**config.mk**
```make
export PLATFORM = sky130hd
export DESIGN_NAME = conv_layer_scheduler
export DESIGN_NICKNAME = d
export VERILOG_FILES = /design/src/rtl/conv_layer_scheduler.sv
export SDC_FILE = /design/constraint.sdc
export NUM_CORES = 1
export LEC_CHECK = 0
export BUFFER_PORTS_ARGS = -buffer_cell sky130_fd_sc_hd__buf_2
export CAP_MARGIN = 20
export CELL_PAD_IN_SITES_DETAIL_PLACEMENT = 1
export CELL_PAD_IN_SITES_GLOBAL_PLACEMENT = 1
export CORE_UTILIZATION = 45
export CTS_BUF_LIST = sky130_fd_sc_hd__clkbuf_16
export CTS_CLUSTER_DIAMETER = 100
export CTS_CLUSTER_SIZE = 24
export DETAILED_ROUTE_END_ITERATION = 10
export GPL_TIMING_DRIVEN = 0
export PLACE_DENSITY_LB_ADDON = 0.1
export REMOVE_ABC_BUFFERS = 1
export SLEW_MARGIN = 0
export SYNTH_ARGS = -nofsm -noshare
export SYNTH_HDL_FRONTEND = slang
export SYNTH_SLANG_ARGS = --single-unit
export TNS_END_PERCENT = 1
```
**constraint.sdc**
```tcl
create_clock -name clk -period 8.5 [get_ports clk]
set_input_delay 1.7 -clock clk [delete_from_list [all_inputs] [get_ports clk]]
set_output_delay 1.7 -clock clk [all_outputs]
set_load 0.02 [all_outputs]
```
**src/rtl/conv_layer_scheduler.sv**
```systemverilog
// Layer sequencer for the accelerator input path: weight load, image load,
// then one start/done handshake per (input channel, output channel) pass.
module conv_layer_scheduler #(
  parameter int NUM_LAYERS = 3,
  parameter int L0_IC      = 1,
  parameter int L0_OC      = 64,
  parameter int L1_IC      = 64,
  parameter int L1_OC      = 64,
  parameter int L2_IC      = 64,
  parameter int L2_OC      = 1,
  parameter int L3_IC      = 1,
  parameter int L3_OC      = 1,
  parameter int CH_W       = 6
) (
  input  logic            clk,
  input  logic            rstn,
  input  logic            i_start,
  input  logic            i_wload_done,
  input  logic            i_iload_done,
  input  logic            i_conv_done,
  input  logic            i_irq_clr,
  output logic            o_state,
  output logic [1:0]      o_layer,
  output logic            o_pass_start,
  output logic            o_last,
  output logic [CH_W-1:0] o_ic_idx,
  output logic [CH_W-1:0] o_oc_idx,
  output logic            o_busy,
  output logic            o_done,
  output logic            o_irq,
  output logic            o_err
);

  typedef enum logic [2:0] {
    S_IDLE, S_W_LOAD, S_I_LOAD, S_ISSUE, S_WAIT, S_LAYER_END, S_FINISH
  } state_t;

  localparam logic [1:0] LAST_LAYER = 2'(NUM_LAYERS - 1);

  // Terminal channel indices per layer; channel counts of 0 are illegal.
  function automatic logic [CH_W-1:0] ic_max(input logic [1:0] l);
    case (l)
      2'd0:    ic_max = CH_W'(L0_IC - 1);
      2'd1:    ic_max = CH_W'(L1_IC - 1);
      2'd2:    ic_max = CH_W'(L2_IC - 1);
      default: ic_max = CH_W'(L3_IC - 1);
    endcase
  endfunction

  function automatic logic [CH_W-1:0] oc_max(input logic [1:0] l);
    case (l)
      2'd0:    oc_max = CH_W'(L0_OC - 1);
      2'd1:    oc_max = CH_W'(L1_OC - 1);
      2'd2:    oc_max = CH_W'(L2_OC - 1);
      default: oc_max = CH_W'(L3_OC - 1);
    endcase
  endfunction

  state_t          state, nxt_state;
  logic [1:0]      nxt_layer;
  logic [CH_W-1:0] nxt_ic, nxt_oc;
  logic            nxt_sel, nxt_last;

  always_comb begin
    nxt_state = state;
    nxt_layer = o_layer;
    nxt_ic    = o_ic_idx;
    nxt_oc    = o_oc_idx;
    nxt_sel   = o_state;
    case (state)
      S_IDLE:   if (i_start) nxt_state = S_W_LOAD;
      S_W_LOAD: if (i_wload_done) nxt_state = S_I_LOAD;
      S_I_LOAD: if (i_iload_done) begin
        nxt_state = S_ISSUE;
        nxt_layer = '0;
        nxt_ic    = '0;
        nxt_oc    = '0;
      end
      S_ISSUE:  nxt_state = S_WAIT;
      S_WAIT:   if (i_conv_done) begin
        if (o_ic_idx == ic_max(o_layer) && o_oc_idx == oc_max(o_layer)) begin
          nxt_state = S_LAYER_END;
        end else if (o_ic_idx == ic_max(o_layer)) begin
          nxt_state = S_ISSUE;
          nxt_ic    = '0;
          nxt_oc    = o_oc_idx + CH_W'(1);
        end else begin
          nxt_state = S_ISSUE;
          nxt_ic    = o_ic_idx + CH_W'(1);
        end
      end
      S_LAYER_END: begin
        if (o_layer == LAST_LAYER) begin
          nxt_state = S_FINISH;
        end else begin
          nxt_state = S_ISSUE;
          nxt_layer = o_layer + 2'd1;
          nxt_ic    = '0;
          nxt_oc    = '0;
        end
      end
      S_FINISH: nxt_state = S_IDLE;
      default:  nxt_state = S_IDLE;
    endcase
    // Buffer select follows the load state and holds its value elsewhere.
    if (nxt_state == S_W_LOAD) nxt_sel = 1'b0;
    if (nxt_state == S_I_LOAD) nxt_sel = 1'b1;
    nxt_last = (nxt_state == S_ISSUE || nxt_state == S_WAIT) &&
               nxt_layer == LAST_LAYER &&
               nxt_ic == ic_max(nxt_layer) && nxt_oc == oc_max(nxt_layer);
  end

  always_ff @(posedge clk or negedge rstn) begin
    if (!rstn) begin
      state        <= S_IDLE;
      o_state      <= 1'b0;
      o_layer      <= '0;
      o_ic_idx     <= '0;
      o_oc_idx     <= '0;
      o_pass_start <= 1'b0;
      o_last       <= 1'b0;
      o_busy       <= 1'b0;
      o_done       <= 1'b0;
      o_irq        <= 1'b0;
      o_err        <= 1'b0;
    end else begin
      state        <= nxt_state;
      o_state      <= nxt_sel;
      o_layer      <= nxt_layer;
      o_ic_idx     <= nxt_ic;
      o_oc_idx     <= nxt_oc;
      o_pass_start <= (state == S_ISSUE);
      o_last       <= nxt_last;
      o_busy       <= (nxt_state != S_IDLE);
      o_done       <= (state == S_FINISH);
      // Completion set takes priority over a coincident clear.
      if (state == S_FINISH) o_irq <= 1'b1;
      else if (i_irq_clr)    o_irq <= 1'b0;
      if (i_conv_done && state != S_WAIT) o_err <= 1'b1;
    end
  end

endmodule

```
# Word level (Yosys, flattened, before mapping)
# Cells that the tools add are included.
# Widths: inputs -> output; s select.
# word_totals
wordCells	87
regBits	24
out_inout_bits	21
# op_classes
n_eq_ne	20
muxes	37
n_reduce_logical	16
n_addsub	3
# op_table
op	n
$mux 6	21
$pmux 6 s3	2
$eq 6x6->1	5
$mux 3	6
$pmux 3 s6	1
$add 6x1->6 const B	2
$eq 3x2->1 const B	4
$eq 3x3->1 const B	4
$reduce_or 2->1	4
$eq 3x1->1 const B	2
$logic_and 1x1->1	5
$eq 2x1->1 const B	2
$eq 2x2->1 const B	2
$logic_not 2->1	2
$mux 1	4
$mux 2	2
$pmux 2 s2	1
$reduce_bool 2->1	2
$logic_not 3->1	1
$ne 3x3->1 const B	1
$reduce_bool 3->1	1
$add 2x1->2 const B	1
$logic_or 1x1->1	1

# Logic depth before layout (Yosys ltp)
# Gate-level depths: netlist of the first run.
# depth
depth_word	18
depth_mapped	11

# Worst setup path after synthesis of the first run
# OpenSTA, ideal clock, no wires.
# synth_path
path_type	input -> register
from	in i_iload_done
to	reg o_last
path_slack_ps	4936
required_ps	8389
stages	8
t_arrival_ps	3453
setup_ps	111
n_path_buf	0
cell_sequence	nand3b_1 -> a21oi_1 -> a311o_1 -> ha_1 -> a2111o_1 -> nor4_1 -> mux2i_1 -> a2111oi_2
# synth_between
elab_chain_len	8
# synth_lines
element	line	source
start: declaration	19	input logic i_iload_done,
$mux 2	73	S_I_LOAD: if (i_iload_done) begin
$pmux 2 s2	70	case (state)
$eq 2x2->1 or $eq 2x1->1 (tied branches)	42, 109, 51	
$reduce_or 2->1 (no source line)	-	
$mux 6	42	case (l)
$eq 6x6->1	110	nxt_ic == ic_max(nxt_layer) && nxt_oc == oc_max(nxt_layer);
$logic_and 1x1->1	109	nxt_layer == LAST_LAYER &&
$logic_and 1x1->1 (*)	110	
net nxt_last	62	logic nxt_sel, nxt_last;
end signal: assignment	133	o_last <= nxt_last;
end: declaration	25	output logic o_last,
# The timed path passes the listed nets; every way through them passes the cells marked *.
# A chain may end at the register's enable or synchronous reset.

# Final worst setup path of the first run
# layout_path
from	in i_iload_done
to	reg o_last
# layout_rtl
element	line	source
$mux 6	73	
$pmux 6 s3	70	
net nxt_oc[2]	61	logic [CH_W-1:0] nxt_ic, nxt_oc;
$eq 6x6->1	110	
$logic_and 1x1->1	110	
net nxt_last	62	
# The timed path passes the listed nets, and every way through them passes these cells.

==> flow_summary.yaml, run 1 <==
finish:
  n_antenna_cell: 0
  final_core_util_pct: 55.9
  nets: 227
  syn2layout_area_growth_pct: 16.9
  drive_gt1_share_pct: 19.5
  postLayoutCellArea_um2: 1910
  fillers: 409
  multi_input_area_um2: 953
  fin_cells: 256
  regArea_um2: 601
worst_setup_path:
  crit_family: "compound AO/OA/AOI/OAI gates"
  crit_type: "input pin to flop"
  crit_path_start_kind: "input pin"
  max_stage_delay_ps: 760
  worst_ep_arrival_time_ps: 4030
  required_ps: 8660
  cp_num_buf_inv: 1
  critPathCaptureType: "flop"
  cp_cell_sequence: "buf_2 > nand3b_1 > a2bb2oi_1 > o311ai_1 > o41ai_2 > nand4_1 > or4_1 > a2111oi_2"
  worstPathMaxFanout: 11
  cpMaxStageDelayCell: "a2bb2oi_1"
placement:
  dp_slack_ps: 4330
  routabilityCongestion: 0.851
  dp_hpwl_um: 3360
  placed_cell_area_um2: 1800
  numPlacedInstances: 252
  port_buffers: 27
sta:
  tightest_slew_ps: 913
  whs_ps: 462
  timing.final.hold_violations: 0
  min_period_ps: 3880
  rsz0062_at_grt: "false"
  setup_ws_ps: 4620
  setup_viol: 0
  tns_ps: 0
  fmax_ghz: 0.258
  clock_skew_ps: 5.42
  drv_slew: 0
  fin_crit_sh_pct: 45.6
  slew_headroom_pct: 38.9
clock_network:
  cts.sinks: 24
  ctsResizeCount: 0
  clkLatencyLatePin_ps: 260
  cts_root_buffer: "clkbuf_16"
  cts.htree.levels: 1
  clk_pin_slew_worst_paths_ps: 70
  post_cts_buffers: 0
  cts_hold_buf: 0
  cts_made_buffers: 3
  cts_tree: "done"
  cts_buffer_depth: 2
synthesis:
  synth-seq-area-share_pct: 36.8
  synth_area_um2: 1630
  synthDominantCellAreaShare_pct: 36.8
  synth_ff_type: "dfrtp_1"
  yosysMostFrequentCell: "dfrtp_1"
  synth.top_cells.by_count: "dfrtp_1, nand2_1, nor2_1, inv_1"
  synth_edf_count: 0
  yosysWarnings: 0
  yosys.cell_types.count: 54
  yosysTopAreaCell: "dfrtp_1"
  netlist_instances: 185
  syn_area_per_cell_um2: 8.83
  yosys_register_bits: 24
  synth_area_leaders: "dfrtp_1, ha_1, nand2_1"
  synthArstFlopShare_pct: 100
global_routing:
  grt_pass1_wl_um: 7980
  track_usage_pct: 26.4
  grt_pass1_vias: 1564
  overflow: 0
  antenna_found_initial: 0
  grt_max_degree: 25
drt:
  drt-vias-per-instance: 6.14
  wl_per_cell_um: 18.1
  drcViolationCount: 0
  first_iter_violations: 84
  num_vias: 1572
  drtPass1Iterations: 4
  drt_wl_total_um: 4640
  ant_nets: 0
floorplan:
  dieArea_um2: 3870
  row_count: 21
  chipHeight_um: 62.2
  coreArea_um2: 3420
  die_w_um: 62.2
  io_pins: 28
  start_util_pct: 47.8
worst_hold_path:
  hp-class: "flop to flop"
flow_run:
  max_cap_violations: 0
run_status:
  status: "finished, final reports clean"
pwr:
  p_total_mw: 0.703
  pwr_density_cell_nw_per_um2: 369
  p_leak_nw: 0.929
  peakVddDrop_mv: 0.156
cell type report:
cell class,instances,share of cell area [%]
well taps,46,3.02
multi-input cells,140,50.0
clock inverters,1,1.57
repair buffers,27,7.08
flip-flops and latches,24,31.5
clock buffers,3,3.93
inverters,15,2.95
power by group:
group	leakage [nW]	switching, mW	total (mW)	internal, mW
logic	0.560	0.236	0.365	0.129
clock network	0.0511	0.0435	0.137	0.0937
registers	0.318	0.0553	0.201	0.146
total	0.929	0.334	0.703	0.369
cells by family (layout without fill, tap and decap cells):
kind of cell | count (synthesis) | count (layout) | synth area share [%]
and+or+nand+nor | 79 | 79 | 26.4
AOI/OAI and AO/OA | 50 | 50 | 23.8
DFF | 24 | 24 | 36.8
buffers and inverters | 21 | 46 | 4.83
adders and majority gates | 9 | 9 | 6.90
muxes | 2 | 2 | 1.23
cell usage in the layout (no fill, tap or decap), types with 2 or more instances in the layout:
cell       instances
nor2_1            16
o21ai_0            7
nand3_1            4
a22oi_1            4
clkbuf_16          3
nor4_1             5
o211ai_1           3
inv_1             15
nand2_1           20
or4_1              2
dfrtp_1           24
mux2i_1            2
o22ai_1            3
ha_1               9
a21oi_1            9
a311o_1            2
nor2b_1            2
buf_2             27
nand2b_1           3
and3_1             4
nand4_1            4
a21o_1             3
nor3_1             6
registers in the layout, indices dropped and copies added, names as in the netlist:
| name | count |
|---|---|
| o_irq | 1 |
| o_busy | 1 |
| o_err | 1 |
| o_oc_idx | 6 |
| o_layer | 2 |
| state | 3 |
| o_state | 1 |
| o_pass_start | 1 |
| o_ic_idx | 6 |
| o_done | 1 |
| o_last | 1 |
final timing paths:
check	to	slack (ps)	start	cells past startpoint
max in group asynchronous	o_oc_idx[0]$_DFF_PN0_	6720	rstn	1
max reg2reg	o_last$_DFF_PN0_	5300	o_layer[1]$_DFF_PN0_	10
min in group asynchronous	o_ic_idx[1]$_DFF_PN0_	1420	rstn	1
min reg2reg	o_err$_DFFE_PN0P_	460	o_err$_DFFE_PN0P_	1
max	o_last$_DFF_PN0_	4620	i_iload_done	8
min	o_err$_DFFE_PN0P_	460	o_err$_DFFE_PN0P_	1
per-layer routing:
| layer | GRT usage (%) | vias to the layer above | routed length [um] | share of wire, % |
|---|---|---|---|---|
| li1 | - | 737 | - | - |
| met1 | 35.8 | 776 | 2070 | 44 |
| met2 | 44.6 | 55 | 2270 | 49 |
| met3 | 3.86 | 4 | 283 | 6.1 |
| met4 | 5.81 | 0 | 27 | 0.58 |
| met5 | 0 | - | 0 | 0 |
No activity file was read; power rests on OpenSTA's default activity.
==> run 2, diff against run 1 <==
Settings changed: CORE_UTILIZATION 45 to 38.
Clock period 8.5 ns to 3.16 ns, I/O delays scaled along.
==> run 2 against run 1 <==
Against the previous run: wire length rose by 4.7%; combinational power rose to 3.1 times the previous value; first-iteration DRC count rose by 11%; hold slack got worse by 92 ps; clock skew fell by 3.5 ps; setup slack got worse by 4400 ps; cell count rose by 2.7%; total power rose to 2.9 times the previous value; sequential cell count did not move; sequential share of layout area fell by 1.8 points; global-route usage fell by 3.9 points; critical path type is now flop to flop.
==> flow_summary.yaml, run 2 (same netlist as run 1, synthesis figures left out) <==
run_status:
  status: "finished, final reports clean"
sta:
  fin_crit_sh_pct: 94.0
  clock_skew_ps: 1.92
  rsz0062_at_grt: "false"
  fmax_ghz: 0.336
  slew_headroom_pct: 58.1
  drv_slew: 0
  timing.final.hold_violations: 0
  tightest_slew_ps: 628
  min_period_ps: 2970
  setup_viol: 0
  whs_ps: 370
drt:
  num_vias: 1577
  ant_nets: 0
  drt_wl_total_um: 4860
  wl_per_cell_um: 18.5
  drtPass1Iterations: 4
  first_iter_violations: 93
  drt-vias-per-instance: 6.00
  drcViolationCount: 0
worst_setup_path:
  r2r_start: "o_layer[0]$_DFF_PN0_"
  cp-startpoint: "o_layer[0]$_DFF_PN0_"
  critPathCapture: "o_last$_DFF_PN0_"
  cp_cell_sequence: "inv_1 > ha_4 > nand2_1 > or3_4 > a211o_4 > nor3_2 > a22oi_1 > or4_1 > a2111oi_2"
  required_ps: 3300
  cpMaxStageDelayCell: "or4_1"
  crit_path_start_kind: "flop"
  critPathCaptureType: "flop"
  worstPathMaxFanout: 6
  worst_ep_arrival_time_ps: 3110
  reg2reg_to: "o_last$_DFF_PN0_"
  ff2ff_path_depth: 9
  r2r_slack_ps: 190
  crit_type: "flop to flop"
  max_stage_delay_ps: 560
clock_network:
  clk_pin_slew_worst_paths_ps: 60
  clkLatencyLatePin_ps: 250
  cts_hold_buf: 0
  cts_buffer_depth: 2
  cts.htree.levels: 1
  cts_made_buffers: 3
  cts_root_buffer: "clkbuf_16"
  cts_tree: "done"
  cts.sinks: 24
finish:
  reg_top3: "o_ic_idx (6), o_oc_idx (6), state (3)"
  syn2layout_area_growth_pct: 24.1
  nets: 230
  n_antenna_cell: 0
  drive_gt1_share_pct: 25.4
  layout_commonest_cell: "buf_2"
  fin_cells: 263
  fillers: 494
  final_cell_mix: "buf_2, dfrtp_1, nand2_1, inv_1, nor2_1"
placement:
  dp_hpwl_um: 3450
  port_buffers: 27
  routabilityCongestion: 0.861
  numPlacedInstances: 256
floorplan:
  start_util_pct: 40.2
  chipHeight_um: 67.6
  coreArea_um2: 4060
  dieArea_um2: 4560
  die_w_um: 67.6
  io_pins: 28
  row_count: 23
global_routing:
  overflow: 0
  track_usage_pct: 22.6
  met2_usage_pct: 41.3
  grt_pass1_vias: 1583
  grt_max_degree: 25
  antenna_found_initial: 0
  grt.busiest_layer: "met2"
  use_met1_pct: 28.2
  grt_util_met3_pct: 3.38
  grt_pass1_wl_um: 7680
pwr:
  peakVddDrop_mv: 0.607
  pwr_density_cell_nw_per_um2: 1010
  p_leak_nw: 0.978
worst_hold_path:
  hp-class: "input pin to asynchronous set/reset pin"
flow_run:
  max_cap_violations: 0
## run 2: metrics by stage
step / setup WS [ps] / util [%] / setup TNS [ps] / power (mW) / cell area, um2
2_1_floorplan: 141 / - / 0 / 1.20 / 1610
5_1_grt: 16.0 / 49.9 / 0 / 2.18 / 2030
3_5_place_dp: -152 / 44.6 / -152 / 1.51 / 1810
3_3_place_gp: -10.5 / 44.6 / -10.5 / 1.48 / 1810
4_1_cts: 20.8 / 48.4 / 0 / 1.94 / 1970
6_report: 188 / 49.9 / 0 / 2.04 / 2030
## run 2: how the worst min path moves through the flow
| stage | from | to | cells past startpoint |
|---|---|---|---|
| after floorplan | rstn | o_busy$_DFF_PN0_ | 0 |
| after global placement | o_err$_DFFE_PN0P_ | o_err$_DFFE_PN0P_ | 1 |
| after detailed placement | o_err$_DFFE_PN0P_ | o_err$_DFFE_PN0P_ | 1 |
| after CTS | rstn | o_layer[0]$_DFF_PN0_ | 1 |
| after global routing | rstn | o_irq$_DFFE_PN0P_ | 1 |
| final | rstn | o_layer[0]$_DFF_PN0_ | 1 |
## run 2: final cells by class
type	count	area, um2	area share (%)
multi-input combinational	140	1040	51.5
sequential	24	601	29.6
timing repair buffer	30	158	7.78
clock buffer	3	75.1	3.71
tap	50	62.6	3.09
inverter	15	56.3	2.78
clock inverter	1	30.0	1.48
## run 2: what timing repair did
item                       in CTS  in global routing
buffers inserted                2                  1
pin swaps                       0                  2
resized for setup               5                  9
gates cloned                    0                  0
setup endpoints to repair       1                  1
## run 2: critical path, delay by kind of cell (launching register included)
family,cells,cell delay [ps]
AO/OA/AOI/OAI,3,920
adder cells (fa/ha/maj),1,300
buffers and inverters,1,100
flip-flops,1,350
AND/OR/NAND/NOR,4,1190
## run 2: power by group
group,switching (mW),internal (mW),total (mW)
Combinational,0.702,0.439,1.14
Clock,0.109,0.252,0.361
Sequential,0.147,0.393,0.540
## run 2: layer usage
layer / part of all wire (%) / routed length [um]
met1: 44 / 2130
met2: 52 / 2540
met3: 3.8 / 183
met4: 0.21 / 10
met5: 0 / 0
==> run 3, diff against run 2 <==
==> constraint.sdc (replaced) <==
create_clock -name clk -period 3.16 [get_ports clk]
set_input_delay 0.158 -clock clk [delete_from_list [all_inputs] [get_ports clk]]
set_output_delay 0.158 -clock clk [all_outputs]
set_load 0.02 [all_outputs]
==> run 3 against run 2 <==
Against the previous run: global-route usage about the same; setup slack improved by 17 ps; critical path type unchanged; via count grew 0.13%; highest routed layer unchanged.
==> flow_summary.yaml, run 3 (same netlist as run 1, synthesis figures left out) <==
worst_setup_path:
  crit_family: "simple AND/OR/NAND/NOR gates"
  cpMaxStageDelayCell: "or4_1"
  max_stage_delay_ps: 560
  worst_ep_arrival_time_ps: 3100
  cp_num_buf_inv: 1
  critPathCaptureType: "flop"
  cp_cell_sequence: "inv_1 > ha_4 > nand2_1 > or3_4 > a211o_4 > nor3_2 > a22oi_1 > or4_1 > a2111oi_2"
  crit_path_start_kind: "flop"
  worstPathMaxFanout: 6
  required_ps: 3300
  r2r_slack_ps: 200
  crit_type: "flop to flop"
floorplan:
  io_pins: 28
  start_util_pct: 40.2
  coreArea_um2: 4060
  dieArea_um2: 4560
  row_count: 23
  chipHeight_um: 67.6
  die_w_um: 67.6
global_routing:
  grt_pass1_vias: 1594
  antenna_found_initial: 0
  grt_max_degree: 25
  overflow: 0
  grt_pass1_wl_um: 7690
  track_usage_pct: 22.5
sta:
  tightest_slew_ps: 634
  clock_skew_ps: 2.55
  rsz0062_at_grt: "false"
  tns_ps: 0
  drv_slew: 0
  setup_viol: 0
  fin_crit_sh_pct: 93.5
  timing.final.hold_violations: 0
  min_period_ps: 2960
  slew_headroom_pct: 57.7
  setup_ws_ps: 205
  whs_ps: 172
  fmax_ghz: 0.338
flow_run:
  max_cap_violations: 0
pwr:
  peakVddDrop_mv: 0.607
  pwr_density_cell_nw_per_um2: 1000
  p_leak_nw: 0.982
finish:
  regArea_um2: 601
  drive_gt1_share_pct: 25.2
  final_cell_mix: "buf_2, dfrtp_1, nand2_1, inv_1, nor2_1"
  syn2layout_area_growth_pct: 24.7
  reg_top3: "o_ic_idx (6), o_oc_idx (6), state (3)"
  n_antenna_cell: 0
  layout_commonest_cell: "buf_2"
  multi_input_area_um2: 1040
  fillers: 490
  final_core_util_pct: 50.2
  nets: 231
clock_network:
  cts_tree: "done"
  cts.sinks: 24
  cts_root_buffer: "clkbuf_16"
  cts_made_buffers: 3
  cts_buffer_depth: 2
  cts.htree.levels: 1
  clk_pin_slew_worst_paths_ps: 60
  clkLatencyLatePin_ps: 260
placement:
  dp_slack_ps: -152
  dp_hpwl_um: 3450
  port_buffers: 27
  routabilityCongestion: 0.861
drt:
  ant_nets: 0
  num_vias: 1579
  drtPass1Iterations: 4
  drt-vias-per-instance: 5.98
  drt_wl_total_um: 4840
  first_iter_violations: 81
  wl_per_cell_um: 18.3
  drcViolationCount: 0
worst_hold_path:
  hp-class: "input pin to flop"
run_status:
  status: "finished, final reports clean"
-- run 3: final cells by class --
type                       count  area share [%]
inverter                      15            2.77
multi-input combinational    140            51.3
tap                           50            3.07
timing repair buffer          31            8.24
clock inverter                 1            1.48
sequential                    24            29.5
clock buffer                   3            3.69
-- run 3: final timing paths --
| kind | from | end | depth (start not counted) |
|---|---|---|---|
| max reg2reg | o_layer[0]$_DFF_PN0_ | o_last$_DFF_PN0_ | 9 |
| min in group asynchronous | rstn | o_layer[0]$_DFF_PN0_ | 2 |
| min | i_irq_clr | o_irq$_DFFE_PN0P_ | 3 |
| min reg2reg | o_err$_DFFE_PN0P_ | o_err$_DFFE_PN0P_ | 1 |
| max in group asynchronous | rstn | o_last$_DFF_PN0_ | 2 |
| max | o_layer[0]$_DFF_PN0_ | o_last$_DFF_PN0_ | 9 |
-- run 3: power by group --
group	leakage (nW)	internal, mW	switching, mW	total (mW)
combinational	0.613	0.440	0.702	1.14
clock	0.0511	0.252	0.109	0.361
sequential	0.318	0.393	0.146	0.539
total	0.982	1.08	0.958	2.04
-- run 3: worst min-delay path: stages --
cell and delay [ps]:
buf_2 90, inv_1 40, a21o_1 100
-- run 3: timing repair --
| action | CTS | global route |
|---|---|---|
| buffers inserted | 2 | 1 |
| resized for setup | 5 | 9 |
| endpoints found under the hold margin | 24 | 0 |
| endpoints found under the setup margin | 1 | 1 |
| hold buffers | 1 | 0 |
| pin swaps | 0 | 2 |
-- run 3: routing by layer --
metal	part of all wire, %	GRT usage, %	wire (um)	vias to the layer above
met5	0	0	0	-
met4	0.25	2.93	12	0
met3	4.3	3.38	207	2
met2	52	41.2	2520	43
met1	43	28.2	2100	793
li1	-	-	-	741
-- run 3: through the flow --
stage / total power [mW] / instances / area (um2)
final: 2.04 / 264 / 2040
after global routing: 2.18 / 264 / 2040
after CTS: 1.95 / 263 / 1980
after detailed placement: 1.51 / 256 / 1810
after global placement: 1.48 / 256 / 1810
after floorplan: 1.20 / 179 / 1610
